## src/rtl/dense_weight_scheduler_pkg.sv

```systemverilog
// dense_sched_pkg: shared state encoding and buffer sizing for the dense weight scheduler
package dense_sched_pkg;
  typedef enum logic [1:0] {IDLE, RUN, DRAIN, DONE} state_e;
  localparam int BUF_DEPTH = 2;
endpackage

```

## src/rtl/dense_weight_scheduler_if.sv

```systemverilog
// dense_weight_scheduler_if: weight stream handshake from scheduler to MAC array
interface dense_weight_scheduler_if #(
  parameter int WIDTH = 32,
  parameter int NROWW = 10
);
  logic             w_valid;
  logic             w_ready;
  logic [WIDTH-1:0] w_data;
  logic             w_row_last;
  logic [NROWW-1:0] w_row_idx;
  modport master(output w_valid, w_data, w_row_last, w_row_idx, input w_ready);
  modport slave(input w_valid, w_data, w_row_last, w_row_idx, output w_ready);
endinterface

```

## src/rtl/dense_weight_scheduler_fifo.sv

```systemverilog
// dense_weight_skid_fifo: 2-entry buffer absorbing the ROM read latency under back-pressure
module dense_weight_skid_fifo import dense_sched_pkg::*; #(
  parameter int W = 43
) (
  input  logic         clk,
  input  logic         reset,
  input  logic         flush,
  input  logic         push,
  input  logic         pop,
  input  logic [W-1:0] din,
  output logic [W-1:0] dout,
  output logic [1:0]   count
);
  logic [W-1:0] mem_q [BUF_DEPTH];
  logic [W-1:0] mem_d [BUF_DEPTH];
  logic         wr_q, wr_d, rd_q, rd_d;
  logic [1:0]   count_q, count_d;

  always_comb begin
    mem_d = mem_q;
    mem_d[wr_q] = push && !flush ? din : mem_q[wr_q];
    wr_d = flush ? 1'b0 : wr_q ^ push;
    rd_d = flush ? 1'b0 : rd_q ^ pop;
    count_d = flush ? 2'd0 : count_q + 2'(push) - 2'(pop);
  end

  always_ff @(posedge clk or negedge reset) begin
    if (!reset) begin
      for (int i = 0; i < BUF_DEPTH; i++) mem_q[i] <= '0;
      wr_q <= 1'b0;
      rd_q <= 1'b0;
      count_q <= 2'd0;
    end else begin
      mem_q <= mem_d;
      wr_q <= wr_d;
      rd_q <= rd_d;
      count_q <= count_d;
    end
  end

  assign dout = mem_q[rd_q];
  assign count = count_q;
endmodule

```

## src/rtl/dense_weight_scheduler.sv

```systemverilog
// dense_weight_scheduler: walks the dense weight ROM for one layer and streams words with credit-based flow control
module dense_weight_scheduler import dense_sched_pkg::*; #(
  parameter int DEPTH = 16384,
  parameter int WIDTH = 32,
  parameter int ROWW = 12,
  parameter int NROWW = 10,
  localparam int AW = $clog2(DEPTH)
) (
  input  logic                     clk,
  input  logic                     reset,
  input  logic                     start,
  input  logic                     abort,
  input  logic [AW-1:0]            cfg_base_addr,
  input  logic [ROWW-1:0]          cfg_row_words,
  input  logic [NROWW-1:0]         cfg_num_rows,
  output logic [AW-1:0]            rom_addr,
  output logic                     rom_read_enable,
  input  logic [WIDTH-1:0]         rom_data,
  dense_weight_scheduler_if.master w,
  output logic                     busy,
  output logic                     done,
  output logic                     cfg_error
);
  localparam int CW = AW + ROWW + NROWW;
  localparam int EW = 1 + NROWW + WIDTH;

  state_e           state_q, state_d;
  logic [AW-1:0]    base_q, base_d, lin_q, lin_d, last_addr_q, last_addr_d;
  logic [ROWW-1:0]  row_words_q, row_words_d, word_q, word_d;
  logic [NROWW-1:0] num_rows_q, num_rows_d, row_q, row_d, tag_idx_q, tag_idx_d;
  logic             tag_last_q, tag_last_d, inflight_q, inflight_d;
  logic             busy_q, busy_d, done_q, done_d, cfg_error_q, cfg_error_d;
  logic [1:0]       count;
  logic [EW-1:0]    head;
  logic             pop, issue, cfg_ok, word_last, final_word;

  assign pop = w.w_valid & w.w_ready;
  assign w.w_valid = count != 2'd0;
  assign {w.w_row_last, w.w_row_idx, w.w_data} = head;
  assign word_last = word_q == row_words_q - ROWW'(1);
  assign final_word = word_last && row_q == num_rows_q - NROWW'(1);
  // credit: buffered + in-flight words after this cycle's pop must leave room for one more
  assign issue = state_q == RUN && !abort && 3'(count) + 3'(inflight_q) < 3'(BUF_DEPTH) + 3'(pop);
  assign rom_read_enable = issue;
  assign rom_addr = issue ? base_q + lin_q : last_addr_q;
  assign cfg_ok = cfg_row_words != '0 && cfg_num_rows != '0 &&
                  CW'(cfg_base_addr) + CW'(cfg_row_words) * CW'(cfg_num_rows) <= CW'(DEPTH);

  always_comb begin
    state_d = state_q;
    base_d = base_q;
    row_words_d = row_words_q;
    num_rows_d = num_rows_q;
    lin_d = issue ? lin_q + AW'(1) : lin_q;
    word_d = issue ? (word_last ? '0 : word_q + ROWW'(1)) : word_q;
    row_d = issue && word_last ? row_q + NROWW'(1) : row_q;
    last_addr_d = issue ? rom_addr : last_addr_q;
    tag_last_d = issue ? word_last : tag_last_q;
    tag_idx_d = issue ? row_q : tag_idx_q;
    inflight_d = issue;
    cfg_error_d = 1'b0;
    if (abort) state_d = IDLE;
    else if (state_q == IDLE && start) begin
      cfg_error_d = !cfg_ok;
      if (cfg_ok) begin
        state_d = RUN;
        base_d = cfg_base_addr;
        row_words_d = cfg_row_words;
        num_rows_d = cfg_num_rows;
        lin_d = '0;
        word_d = '0;
        row_d = '0;
      end
    end
    else if (state_q == RUN && issue && final_word) state_d = DRAIN;
    else if (state_q == DRAIN && 3'(count) + 3'(inflight_q) == 3'(pop)) state_d = DONE;
    else if (state_q == DONE) state_d = IDLE;
    busy_d = state_d == RUN || state_d == DRAIN;
    done_d = state_d == DONE;
  end

  always_ff @(posedge clk or negedge reset) begin
    if (!reset) begin
      state_q <= IDLE;
      base_q <= '0;
      row_words_q <= '0;
      num_rows_q <= '0;
      lin_q <= '0;
      word_q <= '0;
      row_q <= '0;
      last_addr_q <= '0;
      tag_last_q <= 1'b0;
      tag_idx_q <= '0;
      inflight_q <= 1'b0;
      busy_q <= 1'b0;
      done_q <= 1'b0;
      cfg_error_q <= 1'b0;
    end else begin
      state_q <= state_d;
      base_q <= base_d;
      row_words_q <= row_words_d;
      num_rows_q <= num_rows_d;
      lin_q <= lin_d;
      word_q <= word_d;
      row_q <= row_d;
      last_addr_q <= last_addr_d;
      tag_last_q <= tag_last_d;
      tag_idx_q <= tag_idx_d;
      inflight_q <= inflight_d;
      busy_q <= busy_d;
      done_q <= done_d;
      cfg_error_q <= cfg_error_d;
    end
  end

  dense_weight_skid_fifo #(.W(EW)) u_fifo (
    .clk  (clk),
    .reset(reset),
    .flush(abort),
    .push (inflight_q),
    .pop  (pop),
    .din  ({tag_last_q, tag_idx_q, rom_data}),
    .dout (head),
    .count(count)
  );

  assign busy = busy_q;
  assign done = done_q;
  assign cfg_error = cfg_error_q;
endmodule
```

## src/flat_wrapper.sv

```systemverilog
// flat-port wrapper written by rule: the top's interface ports become plain ports
module dense_weight_scheduler_flat import dense_sched_pkg::*;
#(
  parameter int DEPTH = 16384,
  parameter int WIDTH = 32,
  parameter int ROWW = 12,
  parameter int NROWW = 10,
  localparam int AW = $clog2(DEPTH)
)
  (clk, reset, start, abort, cfg_base_addr, cfg_row_words, cfg_num_rows, rom_addr, rom_read_enable, rom_data, busy, done, cfg_error, w_w_valid, w_w_data, w_w_row_last, w_w_row_idx, w_w_ready);
  dense_weight_scheduler_if #(.WIDTH(WIDTH), .NROWW(NROWW)) w_i ();
  input  logic clk;
  input  logic reset;
  input  logic start;
  input  logic abort;
  input  logic [AW-1:0] cfg_base_addr;
  input  logic [ROWW-1:0] cfg_row_words;
  input  logic [NROWW-1:0] cfg_num_rows;
  output logic [AW-1:0] rom_addr;
  output logic rom_read_enable;
  input  logic [WIDTH-1:0] rom_data;
  output logic busy;
  output logic done;
  output logic cfg_error;
  output wire logic [$bits(w_i.w_valid)-1:0] w_w_valid;
  output wire logic [$bits(w_i.w_data)-1:0] w_w_data;
  output wire logic [$bits(w_i.w_row_last)-1:0] w_w_row_last;
  output wire logic [$bits(w_i.w_row_idx)-1:0] w_w_row_idx;
  input wire logic [$bits(w_i.w_ready)-1:0] w_w_ready;
  assign w_w_valid = w_i.w_valid;
  assign w_w_data = w_i.w_data;
  assign w_w_row_last = w_i.w_row_last;
  assign w_w_row_idx = w_i.w_row_idx;
  assign w_i.w_ready = w_w_ready;
  dense_weight_scheduler #(.DEPTH(DEPTH), .WIDTH(WIDTH), .ROWW(ROWW), .NROWW(NROWW)) u_core (.clk(clk), .reset(reset), .start(start), .abort(abort), .cfg_base_addr(cfg_base_addr), .cfg_row_words(cfg_row_words), .cfg_num_rows(cfg_num_rows), .rom_addr(rom_addr), .rom_read_enable(rom_read_enable), .rom_data(rom_data), .w(w_i), .busy(busy), .done(done), .cfg_error(cfg_error));
endmodule
```

## config.mk

```make
export PLATFORM = sky130hd
export DESIGN_NAME = dense_weight_scheduler_flat
export DESIGN_NICKNAME = d
export VERILOG_FILES = /design/src/rtl/dense_weight_scheduler_pkg.sv /design/src/rtl/dense_weight_scheduler_if.sv /design/src/rtl/dense_weight_scheduler_fifo.sv /design/src/rtl/dense_weight_scheduler.sv /design/src/flat_wrapper.sv
export SDC_FILE = /design/constraint.sdc
export NUM_CORES = 1
export LEC_CHECK = 0
export BUFFER_PORTS_ARGS = -buffer_cell sky130_fd_sc_hd__buf_4
export CORE_AREA = 2 2 172 174
export DETAILED_ROUTE_END_ITERATION = 8
export DIE_AREA = 0 0 174 176
export GPL_ROUTABILITY_DRIVEN = 0
export GPL_TIMING_DRIVEN = 0
export HOLD_SLACK_MARGIN = 0.06
export PLACE_DENSITY = 0.79
export SLEW_MARGIN = 25
export SYNTH_ARGS = -nofsm -noshare
export SYNTH_HDL_FRONTEND = slang
export SYNTH_SLANG_ARGS = --single-unit
export TNS_END_PERCENT = 20
```

## constraint.sdc

```tcl
create_clock -name clk -period 6.4 [get_ports clk]
set_input_delay 0.32 -clock clk [delete_from_list [all_inputs] [get_ports clk]]
set_output_delay 0.32 -clock clk [all_outputs]
set_load 0.02 [all_outputs]
```

# --- Word level (Yosys, flattened, before mapping) ---
# Cells that the tools add are included.
classes:
  n_addsub: 11
  n_mul: 1
  n_lt_le_gt_ge: 5
  n_eq_ne: 9
  muxes: 35
  bitwise: 6
  n_reduce_logical: 20
ops:
  columns: ["op", "n"]
  rows:
  - ["2-to-1 mux 43 bit", 8]
  - ["bitwise mux 86 bit", 1]
  - ["2-to-1 mux 14 bit", 5]
  - ["2-to-1 mux 12 bit", 5]
  - ["demux 43 bit (select 1 bit)", 1]
  - ["2-to-1 mux 10 bit", 4]
  - ["less-or-equal comparator 36 x 15 -> 1 bit (second input constant)", 1]
  - ["adder 14 x 22 -> 23 bit", 1]
  - ["multiplier 12 x 10 -> 22 bit", 1]
  - ["adder 14 x 1 -> 14 bit (second input constant)", 1]
  - ["adder 14 bit", 1]
  - ["2-to-1 mux 2 bit", 7]
  - ["adder 12 x 1 -> 12 bit (second input constant)", 1]
  - ["equality test 12 bit", 1]
  - ["logical AND 1 bit", 12]
  - ["nonzero test 12 bit", 1]
  - ["subtractor 12 x 1 -> 12 bit (second input constant)", 1]
  - ["adder 10 x 1 -> 10 bit (second input constant)", 1]
  - ["equality test 10 bit", 1]
  - ["nonzero test 10 bit", 1]
  - ["subtractor 10 x 1 -> 10 bit (second input constant)", 1]
  - ["equality test 2 bit (second input constant)", 4]
  - ["equality test 2 x 1 -> 1 bit (second input constant)", 2]
  - [">= comparator 2 bit (second input constant)", 2]
  - ["other kinds (17)", 23]
word_totals:
  register_bits: 193
  input_bits: 73
  output_inout_bits: 62
  wordCells: 106

# --- Logic depth before layout (Yosys ltp) ---
# Gate-level depths: netlist of the first run.
depth:
  depth_word: 12
  ltp_mapped: 25
  ltp_nobuf: 22

# --- Modules after synthesis ---
# From an unflattened synthesis of the first run, not the netlist that was laid out.
unflattened:
  hier_cells: 1354
  area_unflattened_um2: 14166.1
by_module_without_submodules:
  columns: ["mod", "instances", "cells_per_inst", "area_per_inst_um2", "seq_area_each_um2"]
  rows:
  - ["dense_weight_scheduler", 1, 1109, 10242.3, 2577.5]
  - ["dense_weight_skid_fifo", 1, 245, 3923.8, 2252.2]

# --- Worst setup path before layout of the first run ---
# No wires, ideal clock.
synth_path:
  path_type: "input-to-reg"
  from: "in cfg_num_rows[9]"
  to: "reg u_core.base_q[10]"
  setup_ns: 0.125
  arrival_time_ns: 6.181
  t_required_ns: 6.275
  path_slack_ns: 0.094
  cell_stages: 21
  n_path_buf: 4
  path_cell_list: "clkbuf_1 -> nand2_1 -> fa_1 -> fa_1 -> fa_1 -> fa_1 -> fa_1 -> inv_1 -> ha_1 -> buf_2 -> a21o_1 -> a31oi_1 -> a21boi_1 -> o31a_1 -> mux2i_1 -> a21oi_1 -> a2111o_1 -> or4_1 -> buf_2 -> buf_6 -> mux2_4"
synth_between:
  elab_chain_cells: 5
  elab_cells_between_ends: 7
  classes_between: "add/sub: 1; mul: 1; order compare: 1; reduce/logical: 4"
synth_rtl:
  columns: ["element", "line", "rtl"]
  rows:
  - ["start: declaration", "flat_wrapper.sv:18", "input logic [NROWW-1:0] cfg_num_rows;"]
  - ["multiplier 12 x 10 -> 22 bit", "dense_weight_scheduler.sv:47", "CW'(cfg_base_addr) + CW'(cfg_row_words) * CW'(cfg_num_rows) <= CW'(DEPTH);"]
  - ["adder 14 x 22 -> 23 bit", "dense_weight_scheduler.sv:47", null]
  - ["less-or-equal comparator 36 x 15 -> 1 bit (implied by the code)", "dense_weight_scheduler.sv:47", null]
  - ["logical AND 1 bit *", "dense_weight_scheduler.sv:46", "assign cfg_ok = cfg_row_words != '0 && cfg_num_rows != '0 &&"]
  - ["AND reduction 3 bit (no line) *", null, null]
  - ["end signal: assignment", "dense_weight_scheduler.sv:100", "base_q <= base_d;"]
  - ["end: declaration", "dense_weight_scheduler.sv:28", "logic [AW-1:0] base_q, base_d, lin_q, lin_d, last_addr_q, last_addr_d;"]
# Mark *: on every way between the ends. The rest lies on a longest branch, timed or not.
# A chain may end at the register's enable or synchronous reset.

# --- Worst setup path after layout of the first run ---
layout_path:
  from: "in cfg_num_rows[8]"
  to: "reg u_core.base_q[5]"
# Same word-level chain as after synthesis.

==> reports/results.ini, run 1 <==
[outcome]
status = finished, final reports clean

[power]
comb_power_share = 0.605
clockPowerShare = 0.162
power_density_nw_per_um2 = 400
p_leak_nw = 8.27
seq_power_share = 0.233
fin_total_pwr_mw = 6.63
netSwitchingFraction = 0.429
p_switching_mw = 2.85
peakVddDrop_mv = 0.574
p_int_mw = 3.79

[floorplan]
dieHeight_um = 176
initial_core_util = 0.497
dieWidth_um = 174
num_io_pins = 135
rows = 62
core_um2 = 28500
dieArea_um2 = 30600

[clock_network]
cts_root_buffer = clkbuf_16
path_clk_slew_ps = 70
cts-buffers-inserted = 17
tritoncts = done
clock-sinks = 193
clk_path_buf_depth = 2
clk_latency_ps = 430
htreeDepth = 4

[synthesis]
ys_ff_latch = 193
syn_area_um2 = 14200
synth_nets = 1627
synthCells = 1373
synth_top_area_cell = dfrtp_1
synthFlopType = dfrtp_1
synth.top_cell.area_share = 0.341
ys_top_cells_by_area = dfrtp_1, fa_1, mux2_2
ys_types = 72
yosysWarningCount = 0
synth_edf_count = 0
yosysSeqAreaShare = 0.341
synth_area_per_cell_um2 = 10.3
async_reset_ff_frac = 1.00

[sta]
hold_viol = 0
drv_slew = 0
final.setup_skew_ps = 11.6
min_period_over_period = 0.967
slew-limit-headroom = 0.479
tns_ps = 0
worst_pin_slew_ps = 772
setup_violations = 0
setup_slack_ps = 213
min_period_ps = 6190
timing.fmax_ghz = 0.162

[global_routing]
grtUsageTotal = 0.218
grt_max_degree = 74
overflow = 0
antenna_found_initial = 0
grt_pass1_vias = 10800
grt_pass1_wl_um = 53900

[detailed_routing]
drc = 0
routed_wl_um = 32100
wl_met1_um = 13800
dr_wl_met2_um = 15800
top_layer_used = met4
avgViaCountPerCell = 5.47
wire_per_inst_um = 16.6
wl_met3_um = 1990
first_pass_iters = 5
dr_total_vias = 10600
ant_nets = 0
drt_iter0_drc = 656

[final_layout]
layout_commonest_cell = dfrtp_1
utilization = 0.582
final_cell_mix = dfrtp_1, nand2_1, buf_4, mux2_2, inv_1
n_fill_cell = 2392
diodes = 0
stdcell_count = 1931
fin_nets = 1788
layout-drive-gt1-share = 0.255
area_delta_synth_final_pct = 17.1

[setup_path]
required_ps = 6710
timing.critical_path.from_type = input pin
r2r_cells = 10
endpoint = u_core.base_q[5]
cp-end-kind = flop
crit_path_max_fanout = 10
reg2reg_from = u_core.row_words_q[5]
setup.worst_path.class = in2reg
arrival_ps = 6500
rrSetupSlack_ps = 2920
worstSetupStartpoint = cfg_num_rows[8]
crit-reg2reg-capture = u_core.busy

[placed_design]
hpwl_um = 25400
place_inst = 1892
portBuffers = 133
place_worst_setup_slack_ps = -1010

[worst_hold_path]
hold_path_class = in2reg
hold_path_depth = 2

[run]
cap_viol_max_count = 0

[registers in the layout (all words and copies together) (netlist names), 10 cells and up]
| register | count |
|---|---|
| u_core.base_q | 14 |
| u_core.num_rows_q | 10 |
| u_core.u_fifo.mem_q | 86 |
| u_core.tag_idx_q | 10 |
| u_core.row_words_q | 12 |
| u_core.word_q | 12 |
| u_core.row_q | 10 |
| u_core.last_addr_q | 14 |
| u_core.lin_q | 14 |
[layer usage]
| layer | vias up | track usage |
|---|---|---|
| met3 | 39 | 0.0480 |
| met5 | - | 0 |
| met4 | 0 | 0.0567 |
| li1 | 4949 | - |
| met2 | 308 | 0.373 |
| met1 | 5258 | 0.283 |
[metrics by stage]
| stage | hold WS, ps | instance area (um2) |
|---|---|---|
| global placement | 451 | 15700 |
| global route | 103 | 16600 |
| floorplan | 24.4 | 14200 |
| finish | 119 | 16600 |
| CTS | 105 | 16500 |
| detailed placement | 278 | 15700 |
[worst max-delay path: stages]
cell and delay (ps):
buf_4 130, clkbuf_4 210, nand2_1 90, fa_1 500, fa_1 590, fa_2 470, fa_1 520, fa_1 550
inv_1 40, ha_1 270, buf_2 170, o21ai_1 190, nor2_1 70, a311oi_2 370, o31ai_2 150, nand2b_1 180
xor2_1 170, or3b_4 430, or4_4 570, buf_4 180, mux2_1 310
[cell type report]
type | instances | area [um2] | share of cell area
timing repair buffer | 144 | 1140 | 0.0689
buffer | 66 | 433 | 0.0261
tap | 384 | 480 | 0.0289
multi-input combinational | 993 | 8660 | 0.522
clock inverter | 12 | 154 | 0.00927
clock buffer | 20 | 457 | 0.0275
sequential | 193 | 4830 | 0.291
inverter | 119 | 447 | 0.0269
[worst min-delay path by stage]
stage	from	endpoint	slack (ps)
6_report	rom_data[15]	u_core.u_fifo.mem_q[15]	120
2_1_floorplan	reset	u_core.base_q[0]	20
4_1_cts	rom_data[15]	u_core.u_fifo.mem_q[15]	100
5_1_grt	rom_data[15]	u_core.u_fifo.mem_q[15]	100
3_3_place_gp	u_core.last_addr_q[8]	u_core.last_addr_q[8]	450
3_5_place_dp	reset	u_core.u_fifo.mem_q[7]	280
[power by group through the flow]
stage	Combinational [mW]	Sequential, mW	Clock [mW]
finish	4.01	1.55	1.07
global route	4.46	1.58	1.15
CTS	3.91	1.55	1.09
detailed placement	3.77	1.57	0
global placement	3.67	1.55	0
floorplan	2.85	1.53	0
[cells by family (layout without fill, tap and decap cells)]
| kind of cell | after synthesis | in the layout | synth area share |
|---|---|---|---|
| AO/OA/AOI/OAI | 146 | 146 | 0.0670 |
| XOR/XNOR | 81 | 81 | 0.0500 |
| adder cells (fa/ha/maj) | 181 | 181 | 0.210 |
| buffers and inverters | 187 | 361 | 0.0527 |
| flip-flops | 193 | 193 | 0.341 |
| multiplexers | 169 | 169 | 0.139 |
| AND/OR/NAND/NOR | 416 | 416 | 0.141 |
[timing repair]
item                                    4_1_cts  5_1_grt
hold buffers                                  1        0
resized for setup                            43       54
endpoints found under the hold margin        58        0
pin swaps                                     7       20
endpoints found under the setup margin       75       68
buffers inserted                              4        4
[cells in the mapped netlist (6+ instances only)]
library cell,instances
nor3_1,26
buf_2,9
clkbuf_1,51
mux2_2,142
nand4_1,10
or4_1,7
mux2_4,20
nand2_1,181
ha_1,87
xor2_1,45
a21o_1,8
dfrtp_1,193
nand2b_1,10
and3_1,15
and2_1,37
nor2_1,64
a21oi_1,36
xnor2_1,36
nand3_1,22
fa_1,94
a211oi_1,6
o21ai_0,46
nor4_1,8
nor2b_1,7
inv_1,118
Power figures use the tool's default switching activity.
==> run 2, diff against run 1 <==
MAX_ROUTING_LAYER = met4   (was not set)
==> run 2 against run 1 <==
Effect of this change:
- combinational power barely moved
- clock power hardly changed
- flip-flop and latch count did not move
- highest routed layer unchanged
- via count hardly changed
- clock skew rose by 0.94 ps
- register-to-register slack barely moved
==> reports/results.ini, run 2 (same netlist as run 1, synthesis figures left out) <==
[setup_path]
required_ps = 6710
r2r_cells = 10
critPathSlowestCell = or4_4
max_stage_delay_ps = 590
crit_path_max_fanout = 10
crit_cells = 21
cp-end-kind = flop
crit_chain = buf_4 > clkbuf_4 > nand2_1 > fa_1 > fa_1 > fa_1 > fa_1 > fa_1 > inv_1 > ha_1 > buf_6 > a211oi_2 > nor2_1 > a311oi_2 > o31ai_2 > nand2b_1 > xor2_1 > or3b_1 > or4_4 > buf_4 > mux2_1
setup.worst_path.class = in2reg
cp_common_cell = fa_1
arrival_ps = 6570
timing.critical_path.from_type = input pin
path_buf_inv = 5
critPathTopFamily = adder cells

[clock_network]
cts_root_buffer = clkbuf_16
path_clk_slew_ps = 70
clock-sinks = 193
tritoncts = done
clk_path_buf_depth = 2
clk_latency_ps = 440
htreeDepth = 4
cts-buffers-inserted = 17

[final_layout]
fin_nets = 1789
top_register = u_core.u_fifo.mem_q
largest_register_ffs = 86
final_cell_mix = dfrtp_1, nand2_1, buf_4, mux2_2, inv_1
area_delta_synth_final_pct = 17.1
layout-drive-gt1-share = 0.255
seq_area_um2 = 4830
n_fill_cell = 2389
diodes = 0
layout_commonest_cell = dfrtp_1
multi_input_area_um2 = 8660
final_cell_area_um2 = 16600

[power]
power_density_nw_per_um2 = 400
peakVddDrop_mv = 0.573
p_leak_nw = 8.27

[sta]
drv_slew = 0
rsz0062_at_grt = yes
hold_ws_ps = 118
hold_viol = 0
setup_violations = 0
setup_slack_ps = 144
tns_ps = 0
slew-limit-headroom = 0.552
worst_pin_slew_ps = 666
timing.fmax_ghz = 0.160
final.setup_skew_ps = 12.5
min_period_ps = 6260
min_period_over_period = 0.977

[detailed_routing]
routed_wl_um = 32100
first_pass_iters = 5
avgViaCountPerCell = 5.46
dr_total_vias = 10600
ant_nets = 0
wire_per_inst_um = 16.6
drt_iter0_drc = 667
drc = 0

[worst_hold_path]
hold_path_depth = 2
hold_path_class = in2reg

[floorplan]
rows = 62
dieHeight_um = 176
num_io_pins = 135
dieArea_um2 = 30600
dieWidth_um = 174
core_um2 = 28500
initial_core_util = 0.497

[placed_design]
portBuffers = 133
hpwl_um = 25400
placed_area_um2 = 15700
place_worst_setup_slack_ps = -1010

[global_routing]
antenna_found_initial = 0
grt_pass1_vias = 10800
overflow = 0
grt_pass1_wl_um = 53900
grtUsageTotal = 0.225
grt_max_degree = 74

[outcome]
status = finished, final reports clean

[run]
cap_viol_max_count = 0

[run 2: changes by cell type in the layout (fill, tap and decap cells not counted)]
cell,before,now
buf_4,147,146
or3b_4,1,0
clkbuf_4,6,8
or3b_1,0,1
[run 2: final timing paths]
kind	from	endpoint	slack [ps]
min in group asynchronous	reset	u_core.u_fifo.mem_q[13]	400
max in group asynchronous	reset	u_core.row_q[6]	4970
setup / recovery	cfg_row_words[3]	u_core.base_q[5]	140
hold reg to reg	u_core.last_addr_q[7]	u_core.last_addr_q[7]	480
setup reg to reg	u_core.row_words_q[5]	u_core.busy	2920
hold / removal	rom_data[14]	u_core.u_fifo.mem_q[14]	120
[run 2: routing by layer]
metal	wire length, um	global-route usage
met5	0	-
met4	561	0.0564
met3	2110	0.0478
met2	15800	0.373
met1	13600	0.283
[run 2: timing repair]
item,CTS,global route
setup buffers,4,5
endpoints found under the hold margin,58,0
gates resized for setup,43,51
pin swaps,7,17
setup endpoints to repair,75,68
hold buffers,1,0
[run 2: layout make-up]
| class | count | share of cell area |
|---|---|---|
| sequential | 193 | 0.291 |
| tap | 384 | 0.0289 |
| multi-input combinational | 993 | 0.521 |
| timing repair buffer | 145 | 0.0693 |
| buffer | 66 | 0.0261 |
| clock buffer | 20 | 0.0275 |
| clock inverter | 12 | 0.00927 |
| inverter | 119 | 0.0269 |
[run 2: through the flow]
stage | cells | utilization | power, mW
final | 1932 | 0.582 | 6.65
after global routing | 1932 | 0.582 | 7.18
after CTS | 1929 | 0.577 | 6.55
after detailed placement | 1892 | 0.551 | 5.34
after global placement | 1890 | 0.548 | 5.22
after floorplan | 1373 | - | 4.38
[run 2: report_power, final]
group / total, mW / switching [mW] / internal, mW
registers: 1.55 / 0.131 / 1.42
logic: 4.03 / 2.25 / 1.77
clock network: 1.07 / 0.468 / 0.606
total: 6.65 / 2.85 / 3.80
